## src/rtl/dmem_resp.sv

```systemverilog
// Data-memory responder: single-outstanding load/store front end for a fixed-latency SRAM.
// Define DMEM_ALIGN_CHECK_EN to reject misaligned half/word and reserved-size requests.
module dmem_resp #(
    parameter int ADDR_W  = 32,
    parameter int LATENCY = 1
) (
    input  logic              clk,
    input  logic              reset,
    input  logic              req_valid,
    output logic              req_ready,
    input  logic              req_we,
    input  logic [1:0]        req_size,
    input  logic              req_unsigned,
    input  logic [ADDR_W-1:0] req_addr,
    input  logic [31:0]       req_wdata,
    output logic              mem_en,
    output logic [3:0]        mem_wstrb,
    output logic [ADDR_W-3:0] mem_addr,
    output logic [31:0]       mem_wdata,
    input  logic [31:0]       mem_rdata,
    output logic              rsp_valid,
    input  logic              rsp_ready,
    output logic [31:0]       rsp_rdata,
    output logic              rsp_err
);

    typedef enum logic [1:0] {IDLE, ACCESS, RESP} state_t;

    localparam logic [1:0] SIZE_BYTE = 2'b00;
    localparam logic [1:0] SIZE_HALF = 2'b01;
    localparam logic [1:0] SIZE_WORD = 2'b10;

    state_t            state, state_nxt;
    logic [3:0]        cnt;
    logic              r_we;
    logic              r_unsigned;
    logic [1:0]        r_size;
    logic [ADDR_W-1:0] r_addr;
    logic [31:0]       r_wdata;
    logic [31:0]       rdata_q;
    logic              err_q;

    logic              req_fire;
    logic              req_bad;
    logic              access_first;
    logic              load_done;
    logic [3:0]        strb;
    logic [31:0]       wdata_lanes;
    logic [31:0]       load_ext;
    logic [7:0]        ld_byte;
    logic [15:0]       ld_half;

    // Gated by reset so the channel reads not-ready while reset is held.
    assign req_ready = (state == IDLE) && !reset;
    assign req_fire  = req_valid && req_ready;

`ifdef DMEM_ALIGN_CHECK_EN
    assign req_bad = (req_size == 2'b11)
                  || (req_size == SIZE_HALF && req_addr[0])
                  || (req_size == SIZE_WORD && req_addr[1:0] != 2'b00);
`else
    assign req_bad = 1'b0;
`endif

    assign access_first = (state == ACCESS) && (cnt == 4'd0);
    assign load_done    = (state == ACCESS) && !r_we && (cnt == 4'(LATENCY));

    // NOTE: state registers use non-blocking assignments so every flop samples pre-edge values.
    always_ff @(posedge clk or posedge reset) begin
        if (reset) state <= IDLE;
        else       state <= state_nxt;
    end

    // NOTE: every combinational output gets a default first; a missed branch would otherwise infer a latch.
    always_comb begin
        state_nxt = state;
        case (state)
            IDLE:    if (req_fire) state_nxt = req_bad ? RESP : ACCESS;
            ACCESS:  if (r_we || load_done) state_nxt = RESP;
            RESP:    if (rsp_ready) state_nxt = IDLE;
            default: state_nxt = IDLE;
        endcase
    end

    always_ff @(posedge clk or posedge reset) begin
        if (reset) begin
            cnt        <= 4'd0;
            r_we       <= 1'b0;
            r_unsigned <= 1'b0;
            r_size     <= 2'b00;
            r_addr     <= '0;
            r_wdata    <= 32'd0;
            rdata_q    <= 32'd0;
            err_q      <= 1'b0;
        end else if (req_fire) begin
            cnt        <= 4'd0;
            r_we       <= req_we;
            r_unsigned <= req_unsigned;
            r_size     <= req_size;
            r_addr     <= req_addr;
            r_wdata    <= req_wdata;
            rdata_q    <= 32'd0;
            err_q      <= req_bad;
        end else if (state == ACCESS) begin
            cnt <= cnt + 4'd1;
            if (load_done) rdata_q <= load_ext;
        end
    end

    // Lane steering; size 11 only reaches here when checking is off and then behaves as word.
    always_comb begin
        strb        = 4'b1111;
        wdata_lanes = r_wdata;
        ld_byte     = mem_rdata[{r_addr[1:0], 3'b000} +: 8];
        ld_half     = mem_rdata[{r_addr[1], 4'b0000} +: 16];
        load_ext    = mem_rdata;
        case (r_size)
            SIZE_BYTE: begin
                strb        = 4'b0001 << r_addr[1:0];
                wdata_lanes = {4{r_wdata[7:0]}};
                load_ext    = r_unsigned ? {24'd0, ld_byte} : {{24{ld_byte[7]}}, ld_byte};
            end
            SIZE_HALF: begin
                strb        = 4'b0011 << {r_addr[1], 1'b0};
                wdata_lanes = {2{r_wdata[15:0]}};
                load_ext    = r_unsigned ? {16'd0, ld_half} : {{16{ld_half[15]}}, ld_half};
            end
            default: ;
        endcase
    end

    assign mem_en    = access_first;
    assign mem_wstrb = (access_first && r_we) ? strb : 4'b0000;
    assign mem_addr  = access_first ? r_addr[ADDR_W-1:2] : '0;
    assign mem_wdata = access_first ? wdata_lanes : 32'd0;

    assign rsp_valid = (state == RESP);
    assign rsp_rdata = rdata_q;
    assign rsp_err   = err_q;

endmodule

```

## config.mk

```make
export PLATFORM = sky130hd
export DESIGN_NAME = dmem_resp
export DESIGN_NICKNAME = d
export VERILOG_FILES = /design/src/rtl/dmem_resp.sv
export SDC_FILE = /design/constraint.sdc
export NUM_CORES = 1
export LEC_CHECK = 0
export CAP_MARGIN = 10
export CORE_ASPECT_RATIO = 1.25
export CORE_UTILIZATION = 40
export CTS_BUF_LIST = sky130_fd_sc_hd__clkbuf_8
export DETAILED_ROUTE_END_ITERATION = 7
export PLACE_DENSITY = 0.81
export SETUP_SLACK_MARGIN = 0.5
export SLEW_MARGIN = 10
export SYNTH_ARGS = -nofsm -noshare
export SYNTH_HDL_FRONTEND = slang
export SYNTH_SLANG_ARGS = --single-unit
```

## constraint.sdc

```tcl
create_clock -name clk -period 4.1 [get_ports clk]
set_input_delay 0.615 -clock clk [delete_from_list [all_inputs] [get_ports clk]]
set_output_delay 0.615 -clock clk [all_outputs]
set_load 0.1 [all_outputs]
```

# [After elaboration in Yosys (flattened, before gate mapping)]
# Index checks and enable logic that the tools add are counted.
[word_totals] register_bits=106 out_inout_bits=102 wordCells=53
[classes] addsub=1 eq_ne=7 shift=4 n_mux=17 n_reduce_logical=16
[ops] op="32-bit 2-to-1 mux" count=6
[ops] op="32-bit one-hot mux with 2 select lines" count=2
[ops] op="32-bit by 6-bit indexed part select with 16-bit output" count=1
[ops] op="32-bit by 6-bit indexed part select with 8-bit output" count=1
[ops] op="30-bit 2-to-1 mux" count=1
[ops] op="4-bit 2-to-1 mux" count=3
[ops] op="4-bit one-hot mux with 2 select lines" count=1
[ops] op="1-bit logical AND" count=6
[ops] op="2-bit 2-to-1 mux" count=3
[ops] op="2-bit one-hot mux with 3 select lines" count=1
[ops] op="4-bit by 1-bit adder with 4-bit output, second input constant" count=1
[ops] op="2-bit by 1-bit equality test with 1-bit output, second input constant" count=2
[ops] op="4-bit by 1-bit equality test with 1-bit output, second input constant" count=1
[ops] op="2-bit logical NOT" count=2
[ops] op="4-bit logical NOT" count=1
[ops] op="2-bit inequality test, second input constant" count=2
[ops] op="2-bit nonzero test" count=2
[ops] op="1-bit by 2-bit left shift with 4-bit output, first input constant" count=1
[ops] op="2-bit by 2-bit left shift with 4-bit output, first input constant" count=1
[ops] op="3-bit AND reduction" count=1
[ops] op="2-bit equality test, second input constant" count=1
[ops] op="1-bit logical NOT" count=2
[ops] op="2-bit by 1-bit inequality test with 1-bit output, second input constant" count=1
[ops] op="2-bit AND reduction" count=1
[ops] op="1-bit logical OR" count=1

# [Depth between registers and ports, before layout]
[depth] word_depth=6 depth_mapped=8

# [Worst setup path after synthesis]
# No wires, ideal clock.
[synth_timing] kind="input to register" startpoint="input port reset" endpoint="register rdata_q[17] (netlist: rsp_rdata[17])" setup_time_ps=127 arrival_time_ps=3784 required_time_ps=3973 setup_slack_ps=189 path_stages=5 n_path_buf=1 cell_sequence="nor3_1 > and2_1 > nor2_1 > clkbuf_1 > a221o_2"
[synth_between] elab_chain_len=5 elab_cells_between_ends=7
[synth_rtl] item="start, declared" line_no="8" text="input logic reset,"
[synth_rtl] item="1-bit logical NOT (no source line) (*)"
[synth_rtl] item="1-bit logical AND (*)" line_no="54" text="assign req_ready = (state == IDLE) && !reset;"
[synth_rtl] item="1-bit logical AND (*)" line_no="55" text="assign req_fire = req_valid && req_ready;"
[synth_rtl] item="2-bit nonzero test (no source line)"
[synth_rtl] item="2-bit AND reduction (no source line)"
[synth_rtl] item="end signal, assigned" line_no="106" text="if (load_done) rdata_q <= load_ext;"
[synth_rtl] item="end, declared" line_no="40" text="logic [31:0] rdata_q;"
# Every way passes the cells marked *; elsewhere a longest branch is shown, timed or not.
# A chain may end at the register's enable or synchronous reset.

# [Final worst setup path]
[layout_timing] startpoint="register state[0]" endpoint="output port mem_addr[13]"
[layout_between] elab_chain_len=3
[layout_rtl] item="start, declared" line_no="33" text="state_t state, state_nxt;"
[layout_rtl] item="start signal, assigned" line_no="71" text="else state <= state_nxt;"
[layout_rtl] item="2-bit by 1-bit equality test with 1-bit output" line_no="65" text="assign access_first = (state == ACCESS) && (cnt == 4'd0);"
[layout_rtl] item="1-bit logical AND" line_no="65"
[layout_rtl] item="30-bit 2-to-1 mux" line_no="134" text="assign mem_addr = access_first ? r_addr[ADDR_W-1:2] : '0;"
[layout_rtl] item="end, declared" line_no="18" text="output logic [ADDR_W-3:0] mem_addr,"
# Every way passes these cells.

==> key figures <==
Power
  – Pwr/cell area: between 700 and 800 nW/um2
  – Worst vdd ir: about 0.36 mV
  – Total Power: 6150 uW
  – Leak pwr: approximately 0.0037 uW

Cells and area
  – FILL cells: about 1.0k
  – Final non-filler cell total: 947
  – Post-layout util: 0.625
  – Area delta synth->final: 51.9%
  – Commonest cells after routing, fill and taps aside: nand2_1 (221), clkdlybuf4s50_1 (136), dfrtp_1 (106), buf_12 (44), and2_1 (39)
  – Most common cell after layout, fill and taps aside: nand2_1
  – Antenna Cells: 0
  – Layout cells sized above 1: 0.150
  – NumNets Final: 881

Detailed routing
  – Router iterations before antenna repair: 5
  – Final WL: around 16 mm
  – Via/cell ratio: 5.26
  – Via count: 4983
  – Antenna-violating nets left: 0
  – 1st-iter DRT viols: approximately 280
  – DRC viols: 0
  – Routed length per instance: 16.6 um

Floorplan
  – Die Ht: ~130 um
  – I/O pin total: 206
  – Die area: between 10000 and 15000 um2
  – Die X: between 100 and 150 um
  – # rows: between 40 and 50
  – Starting density of the core: 0.411
  – CORE AREA: 12700 um2

STA
  – Final setup TNS: 0 ps
  – Fin worst setup slack: ~810 ps
  – Slew @ Worst Pin: ~1000 ps
  – Clock skew: around 7.5 ps
  – Final hold violations: 0
  – FMAX: just over 300 MHz
  – RSZ-0062 raised after global routing: no
  – # setup viols final: 0
  – Fraction of the cycle the final worst path needs: 0.803
  – Fin. max-slew vios: 0
  – Fin crit period: 3290 ps
  – Max_slew headroom: 0.311

Clock network
  – Clock transition at the registers of the reported paths: about 100 ps
  – Worst skew pair latency: ~370 ps
  – # H-tree levels: 3
  – Clk buf depth: 2
  – Clock tree sinks: around 110
  – CTS tree: done
  – Cts hold-fix bufs: 0
  – Post-CTS setup buffer count: 0
  – Root buffer cell: clkbuf_8
  – TritonCTS Buffers: 9
  – Post_cts resized: 0

Setup path
  – Worst Path Required: ~3500 ps
  – Cell breakdown of the critical path: nor2b_1 -> nand3_1 -> buf_4 -> inv_1 -> buf_4 -> and2_1 -> buf_12
  – Buffer and inverter count on the worst path: 4
  – Worst path max stage delay: roughly 410 ps
  – Data arrival time at the worst-slack endpoint: 2680 ps
  – CP endpoint kind: primary output
  – Delay-heaviest family, CP: buffers and inverters
  – Slowest CP cell: dfrtp_1
  – Crit start category: register
  – Critical path type: reg -> out
  – Crit-path max FO: 28
  – CP dominant cell by count: buf_4

Hold path
  – Worst min path class: reg -> reg

Yosys
  – Post-Syn Instances: approximately 590
  – Post-synthesis cell type count: 42
  – Number of synthesized register bits: approximately 110
  – Number of synthesized flops with an enable pin: 0
  – Syn Nets: ~700
  – Mean Syn Cell Area: 8.85 um2
  – Yosys synthesis warning count: 0
  – Sequential cell area fraction in the yosys report: 0.507
  – Top_reg_cell synth: dfrtp_1
  – Asr flop ratio synth: 1.00
  – Cell Area, Synth: about 5200 um2

Placed design
  – Gpl congestion: about 0.86
  – Detail Placement HPWL: 11.7 mm
  – Dpl ws: approximately 1200 ps
  – Dpl cells: approximately 930
  – Port Buffers: approximately 200

Global routing
  – GRT Residual Overflow: 0
  – Vias in the first global route: 4919
  – First-pass GRT wire length: about 25 mm
  – Largest net degree at the start of global routing: 75
  – Gr usage total: 0.235
  – Initial antenna violation count: 1

Status
  – Status: complete, no violations

Job
  – Max-cap violation count: 0
-- synthesized netlist by cell type, types with 2 or more instances --
master     number  area, um2
a222oi_1        7       70.1
xor2_1          2       17.5
nor3b_1         2       15.0
buf_6           2       22.5
mux2_2          8       90.1
a21oi_1        34        170
a221o_1         7       70.1
clkbuf_1       30        113
buf_4           2       15.0
and3_1          2       12.5
inv_1           7       26.3
o2bb2ai_1       8       70.1
mux2i_1        16        160
nand2b_1        4       25.0
nor2_1         33        124
nand2_1       222        833
ha_1            3       37.5
nor2b_1         3       18.8
a221oi_1        7       61.3
buf_1           4       15.0
a221o_2        10        113
o21ai_0         8       40.0
and2_1         40        250
a22o_1          7       61.3
dfrtp_1       106       2650
-- area by class of cell --
cell class,instances,area [um2],area share
timing repair buffer,211,2470,0.312
clock inverter,7,62.6,0.00788
sequential,106,2650,0.334
tap,168,210,0.0265
multi-input combinational,438,2390,0.301
inverter,8,32.5,0.00410
clock buffer,9,124,0.0156
-- routing by layer --
metal	part of all wire	up-vias	wire (um)	GRT usage
met2	0.52	207	8200	0.418
met1	0.39	2402	6090	0.274
met4	0.025	2	400	0.0950
met3	0.064	35	1010	0.0544
li1	-	2337	-	-
met5	0.00070	-	11	0
-- kinds of logic after synthesis --
group,Yosys count,synth area share
AND/OR/NAND/NOR,313,0.254
flip-flops,106,0.507
other,1,0.000717
adder cells (fa/ha/maj),3,0.00718
buffers and inverters,47,0.0383
multiplexers,25,0.0521
XOR/XNOR,3,0.00502
AO/OA/AOI/OAI,93,0.136
-- state kept, by name, indices dropped and copies added, names as in the netlist --
name / cells
state: 2
cnt: 4
rsp_rdata: 32
r_wdata: 32
r_size: 2
r_addr: 32
r_we: 1
r_unsigned: 1
-- final timing paths --
kind	startpoint	to	depth (start not counted)	slack (ps)
worst max-delay path	state[0]	mem_addr[13]	7	810
max in group asynchronous	reset	r_addr[28]	3	2540
worst max register to register	cnt[1]	rsp_rdata[21]	6	1290
worst min-delay path	r_addr[28]	r_addr[28]	2	480
worst min register to register	r_addr[28]	r_addr[28]	2	480
min in group asynchronous	reset	rsp_rdata[14]	2	830
-- worst register-to-register path: stages (launching register included) --
cell and delay (ps):
dfrtp_1 420, inv_1 90, ha_1 170, or3b_1 370, or3_1 530, nor2_1 860
a221o_2 310
-- metrics by stage --
| stage | hold slack, ps | area, um2 |
|---|---|---|
| global route | 502 | 7940 |
| finish | 475 | 7940 |
| floorplan | 437 | 5240 |
| CTS | 480 | 7940 |
| detailed placement | 454 | 7760 |
| global placement | 453 | 7760 |
-- power by group --
group	switching (uW)	leakage (uW)	internal, uW
combinational	2530	0.00224	1140
clock	386	0.0000923	233
sequential	395	0.00136	1460
total	3310	0.00369	2830
No activity file was read; power rests on OpenSTA's default activity.
